<file path="src/rtl/bp_cfg_profile_sequencer.sv">
// Runtime-selectable config profile store that replays a chosen profile as cfg-bus writes,
// either once per core set in a mask (lowest core first) or as a single broadcast pass.
module bp_cfg_profile_sequencer #(
  parameter int num_core_p       = 4,
  parameter int num_profiles_p   = 4,
  parameter int num_fields_p     = 8,
  parameter int cfg_core_width_p = 8,
  parameter int cfg_addr_width_p = 16,
  parameter int cfg_data_width_p = 64,
  parameter logic [cfg_addr_width_p-1:0] cfg_base_addr_p = 'h0100,
  localparam int pid_w = (num_profiles_p > 1) ? $clog2(num_profiles_p) : 1,
  localparam int fid_w = (num_fields_p > 1) ? $clog2(num_fields_p) : 1,
  localparam int cid_w = (num_core_p > 1) ? $clog2(num_core_p) : 1
) (
  input  logic                        clk_i,
  input  logic                        reset_i,
  input  logic                        prof_w_v_i,
  output logic                        prof_w_ready_o,
  input  logic [pid_w-1:0]            prof_w_id_i,
  input  logic [fid_w-1:0]            prof_w_field_i,
  input  logic [cfg_data_width_p-1:0] prof_w_data_i,
  input  logic                        start_v_i,
  output logic                        start_ready_o,
  input  logic [pid_w-1:0]            start_profile_i,
  input  logic                        start_bcast_i,
  input  logic [num_core_p-1:0]       start_core_mask_i,
  output logic                        cfg_v_o,
  input  logic                        cfg_ready_i,
  output logic [cfg_core_width_p-1:0] cfg_core_o,
  output logic [cfg_addr_width_p-1:0] cfg_addr_o,
  output logic [cfg_data_width_p-1:0] cfg_data_o,
  output logic                        busy_o,
  output logic                        done_o
);

  typedef enum logic [1:0] {e_idle, e_send, e_done} state_e;

  state_e                      state_q, state_n;
  logic [cfg_data_width_p-1:0] table_q [num_profiles_p][num_fields_p];
  logic [pid_w-1:0]            profile_q;
  logic                        bcast_q;
  logic [num_core_p-1:0]       mask_q;
  logic [cid_w-1:0]            core_q;
  logic [fid_w-1:0]            field_q;

  logic             idle, prof_w_ok, start_ok, hs, last_field;
  logic [cid_w:0]   next_core;

  // Lowest set bit of the mask; zero when the mask is empty.
  function automatic logic [cid_w-1:0] lowest_set(input logic [num_core_p-1:0] m);
    logic [cid_w-1:0] r;
    r = '0;
    for (int i = num_core_p - 1; i >= 0; i--)
      if (m[i]) r = cid_w'(i);
    return r;
  endfunction

  // {found, index} of the lowest set bit strictly above cur.
  function automatic logic [cid_w:0] next_above(input logic [num_core_p-1:0] m,
                                                input logic [cid_w-1:0]      cur);
    logic [cid_w:0] r;
    r = '0;
    for (int i = num_core_p - 1; i >= 0; i--)
      if (m[i] && (i > int'(cur))) r = {1'b1, cid_w'(i)};
    return r;
  endfunction

  assign idle       = (state_q == e_idle);
  assign prof_w_ok  = idle && prof_w_v_i && (int'(prof_w_id_i) < num_profiles_p)
                      && (int'(prof_w_field_i) < num_fields_p);
  assign start_ok   = idle && start_v_i && (int'(start_profile_i) < num_profiles_p);
  assign hs         = cfg_v_o && cfg_ready_i;
  assign last_field = (field_q == fid_w'(num_fields_p - 1));
  assign next_core  = next_above(mask_q, core_q);

  assign prof_w_ready_o = idle;
  assign start_ready_o  = idle;
  assign busy_o         = !idle;

  assign cfg_core_o = bcast_q ? {cfg_core_width_p{1'b1}} : cfg_core_width_p'(core_q);
  assign cfg_addr_o = cfg_base_addr_p + cfg_addr_width_p'(field_q);
  assign cfg_data_o = table_q[profile_q][field_q];

  always_ff @(posedge clk_i or posedge reset_i) begin
    if (reset_i) state_q <= e_idle;
    else         state_q <= state_n;
  end

  always_comb begin
    state_n = state_q;
    cfg_v_o = 1'b0;
    done_o  = 1'b0;
    case (state_q)
      e_idle: begin
        if (start_ok)
          state_n = (start_bcast_i || (|start_core_mask_i)) ? e_send : e_done;
      end
      e_send: begin
        cfg_v_o = 1'b1;
        if (cfg_ready_i && last_field && (bcast_q || !next_core[cid_w]))
          state_n = e_done;
      end
      e_done: begin
        done_o  = 1'b1;
        state_n = e_idle;
      end
      default: state_n = e_idle;
    endcase
  end

  // Replay context: latched on start, stepped by each accepted cfg write.
  always_ff @(posedge clk_i or posedge reset_i) begin
    if (reset_i) begin
      profile_q <= '0;
      bcast_q   <= 1'b0;
      mask_q    <= '0;
      core_q    <= '0;
      field_q   <= '0;
    end else if (start_ok) begin
      profile_q <= start_profile_i;
      bcast_q   <= start_bcast_i;
      mask_q    <= start_core_mask_i;
      core_q    <= start_bcast_i ? '0 : lowest_set(start_core_mask_i);
      field_q   <= '0;
    end else if (hs) begin
      if (last_field) begin
        field_q <= '0;
        if (!bcast_q && next_core[cid_w]) core_q <= next_core[cid_w-1:0];
      end else begin
        field_q <= field_q + 1'b1;
      end
    end
  end

  always_ff @(posedge clk_i or posedge reset_i) begin
    if (reset_i) begin
      for (int p = 0; p < num_profiles_p; p++)
        for (int f = 0; f < num_fields_p; f++)
          table_q[p][f] <= '0;
    end else if (prof_w_ok) begin
      table_q[prof_w_id_i][prof_w_field_i] <= prof_w_data_i;
    end
  end

endmodule

</file>
<file path="config.mk">
export PLATFORM = sky130hd
export DESIGN_NAME = bp_cfg_profile_sequencer
export DESIGN_NICKNAME = d
export VERILOG_FILES = /design/src/rtl/bp_cfg_profile_sequencer.sv
export SDC_FILE = /design/constraint.sdc
export NUM_CORES = 2
export LEC_CHECK = 0
export BUFFER_PORTS_ARGS = -buffer_cell sky130_fd_sc_hd__buf_2
export CORE_UTILIZATION = 63
export DETAILED_ROUTE_END_ITERATION = 8
export HOLD_SLACK_MARGIN = 0.12
export PLACE_DENSITY = 0.76
export SYNTH_ARGS = -nofsm -noshare
export SYNTH_HDL_FRONTEND = slang
export SYNTH_SLANG_ARGS = --single-unit
export TNS_END_PERCENT = 30
</file>
<file path="constraint.sdc">
create_clock -name clk_i -period 83.5 [get_ports clk_i]
set_clock_uncertainty 0.05 [all_clocks]
set_input_delay 16.7 -clock clk_i [delete_from_list [all_inputs] [get_ports clk_i]]
set_output_delay 16.7 -clock clk_i [all_outputs]
set_load 0.005 [all_outputs]
</file>
==> flow_summary_export.csv <==
group,metric,value,unit
power,powerDensity,29.6,mW/mm2
synthesis,synth_cells,5702,
synthesis,yosys_warnings,0,
run_status,outcome,"finished, violations left",
power,ir_drop,27.1,uV
timing,fin_tns_setup,0,ns
synthesis,ys_async_sr_fraction,100,%
detailed_routing,wl_per_cell,30.7,um
min_path,hp-start,"table_q[1299]",
synthesis,ys_seq_area_share,56.3,%
clock_network,hold_buffers,0,
clock_network,clkLatencyLatePin,0.83,ns
floorplan,dieWidth,383,um
layout,syn_to_final_growth,9.85,%
floorplan,ios,174,
detailed_routing,final_antenna_net_count,0,
placement,place_hpwl,120000,um
clock_network,cts_tree,"done",
detailed_routing,dr.pass1.iters,7,
setup_path,worst-endpoint-arrival,5.84,ns
timing,final-setup-viol-count,0,
floorplan,start_util,63.6,%
clock_network,clk_pin_slew_worst_paths,0.06,ns
clock_network,cts_resized,0,
detailed_routing,vias_per_cell,6.80,
setup_path,startpoint_type,"flip-flop",
clock_network,cts_buffer_depth,3,
setup_path,r2r_end,"table_q[1591]",
setup_path,cp.required,66.75,ns
setup_path,reg2regPathDepth,7,
min_path,hold_path.class,"reg -> reg",
clock_network,post-cts-setup-buffers,0,
placement,gp_congestion,0.751,
detailed_routing,wirelength,236000,um
grt,grt_max_degree,177,
clock_network,htree_levels,4,
floorplan,rows,139,
setup_path,timing.rr.start,"state_q[0]",
setup_path,critical_path_class,"reg -> out",
grt,track_usage,32.9,%
run_status,failed_checks,"DRC",
placement,io_buffers,160,
timing,slew_viol_final,0,
synthesis,synth-edff-count,0,
clock_network,clock-sinks,2061,
power,total_power,0.00297,W
detailed_routing,vias,52200,
timing,slew_headroom,17.4,%
floorplan,die_area,0.147,mm2
layout,drive_gt1_share,55.3,%
synthesis,synth_ff_type,"dfrtp_1",
timing,max_freq,0.0443,GHz
run,cap_viol_max_count,0,
min_path,holdPathStages,1,
setup_path,cp-end-kind,"primary output",
layout,final_net_count,5677,
layout,n_fill_cell,9368,
timing,hold_ws,0.448,ns
synthesis,yosysTopAreaCell,"dfrtp_1",
grt,overflow,0,
floorplan,die_y,383,um
floorplan,core_area,0.144,mm2
synthesis,synth_area,0.0916,mm2
synthesis,synth_area_leaders,"dfrtp_1, mux2_2, mux4_2, o22ai_1, clkbuf_1",
clock_network,cts_root_buf,"clkbuf_16",
timing,rsz0062_at_grt,"false",
grt,grt_pass1_wl,357000,um
timing,worst_pin_slew,1.24,ns
setup_path,path_max_fanout,108,
synthesis,ys_types,45,
timing,hold_viol,0,
grt,antenna_found_initial,14,
detailed_routing,drc_errors,14,
clock_network,numCtsBuffers,207,
setup_path,ff2ff_setup_slack,79.41,ns
synthesis,synth_area_per_cell,16.1,um2
min_path,worstHoldEndpoint,"table_q[1299]",
grt,first_global_vias,54400,
detailed_routing,drt_iter0_markers,4442,
timing,min_period,22.59,ns
timing,period_share,27.1,%
synthesis,ys_ff_latch,2061,
power,p_leak,48.6,nW
layout,final_core_util,69.9,%
synthesis,synth_top_area_share,56.3,%
per-stage QoR:
stage	setup slack [ns]	cells	instance area, um2
6_report	60.91	7674	101000
4_1_cts	60.76	7668	101000
3_5_place_dp	61.57	7288	93400
2_1_floorplan	8.53	5713	91600
3_3_place_gp	61.63	7288	93400
5_1_grt	60.59	7670	101000
area by class of cell:
cell class	instances	area, um2	area share, %
multi-input combinational	3059	37700	37.5
timing repair buffer	260	1650	1.64
tap	1903	2380	2.37
inverter	5	26.3	0.0261
clock buffer	317	6400	6.36
antenna	6	15.0	0.0149
sequential	2061	51600	51.3
clock inverter	63	806	0.801
registers in the layout (all words and copies together) (netlist names):
name,count
bcast_q,1
core_q,2
field_q,3
mask_q,3
profile_q,2
state_q,2
table_q,2048
worst max-delay path by stage:
stage / end / startpoint / cells after the start / slack, ns
after floorplan: bcast_q / reset_i / 1 / 8.53
after global placement: table_q[1108] / reset_i / 7 / 61.63
after detailed placement: table_q[1108] / reset_i / 7 / 61.57
after CTS: cfg_data_o[59] / profile_q[1] / 7 / 60.76
after global routing: cfg_data_o[60] / profile_q[1] / 7 / 60.59
final: cfg_data_o[59] / profile_q[1] / 7 / 60.91
routing by layer:
layer  part of all wire [%]  vias up  global-route usage, %
met4                    2.3       16                   8.23
met1                     43    28900                   49.2
met3                    6.8      391                   5.71
met2                     48     1736                   50.7
li1                       -    21200                      -
met5                  0.046        -                      0
cell usage after synthesis (6+ instances only):
library cell,number
buf_1,37
nor2_2,7
nand2_1,41
mux4_2,500
mux2i_1,20
buf_2,176
nor2b_1,12
a21oi_1,12
nand3_1,7
a211oi_1,6
clkbuf_1,348
nor2_1,20
buf_6,7
mux2_2,2045
a22oi_1,12
nor4_1,61
o22ai_1,243
dfrtp_1,2061
buf_4,20
where the power goes:
group          switching, W  internal, W  leakage [nW]  total [W]
Sequential        0.0000925      0.00116          28.2    0.00126
Combinational      0.000376     0.000370          16.8   0.000746
Clock              0.000390     0.000580          3.57   0.000971
Total              0.000859      0.00211          48.6    0.00297
placed cells by master (no fill, tap or decap), types with 8 or more instances in the layout:
| master | Yosys | layout |
|---|---|---|
| a21oi_1 | 12 | 12 |
| a22oi_1 | 12 | 12 |
| buf_12 | 0 | 8 |
| buf_2 | 176 | 160 |
| buf_4 | 20 | 92 |
| bufinv_16 | 0 | 18 |
| clkbuf_1 | 348 | 42 |
| clkbuf_16 | 0 | 218 |
| clkbuf_8 | 0 | 57 |
| clkinv_2 | 0 | 35 |
| conb_1 | 2 | 13 |
| dfrtp_1 | 2061 | 2059 |
| mux2_2 | 2045 | 2045 |
| mux2i_1 | 20 | 20 |
| mux4_2 | 500 | 500 |
| nand2_1 | 41 | 24 |
| nand2_4 | 0 | 17 |
| nor2_1 | 20 | 13 |
| nor2_4 | 1 | 15 |
| nor2b_1 | 12 | 11 |
| nor4_1 | 61 | 61 |
| o22ai_1 | 243 | 243 |
worst max-delay path, cell delays in order, from the launching register on:
cell and delay [ns]:
dfrtp_4 0.78, buf_4 0.88, buf_12 0.57, buf_4 0.91
mux4_2 0.38, o22ai_1 0.09, nor4_1 0.81, buf_2 0.25
cells by family (layout without fill, tap and decap cells):
| family | Yosys count | after routing | synth area share (%) |
|---|---|---|---|
| buffers and inverters | 593 | 645 | 2.81 |
| flip-flops | 2061 | 2061 | 56.3 |
| AND/OR/NAND/NOR | 191 | 191 | 1.18 |
| AO/OA/AOI/OAI | 284 | 284 | 1.95 |
| adder cells (fa/ha/maj) | 2 | 2 | 0.0273 |
| other | 2 | 19 | 0.00820 |
| multiplexers | 2569 | 2569 | 37.7 |
Note: power is estimated with default switching activity, not from simulation.
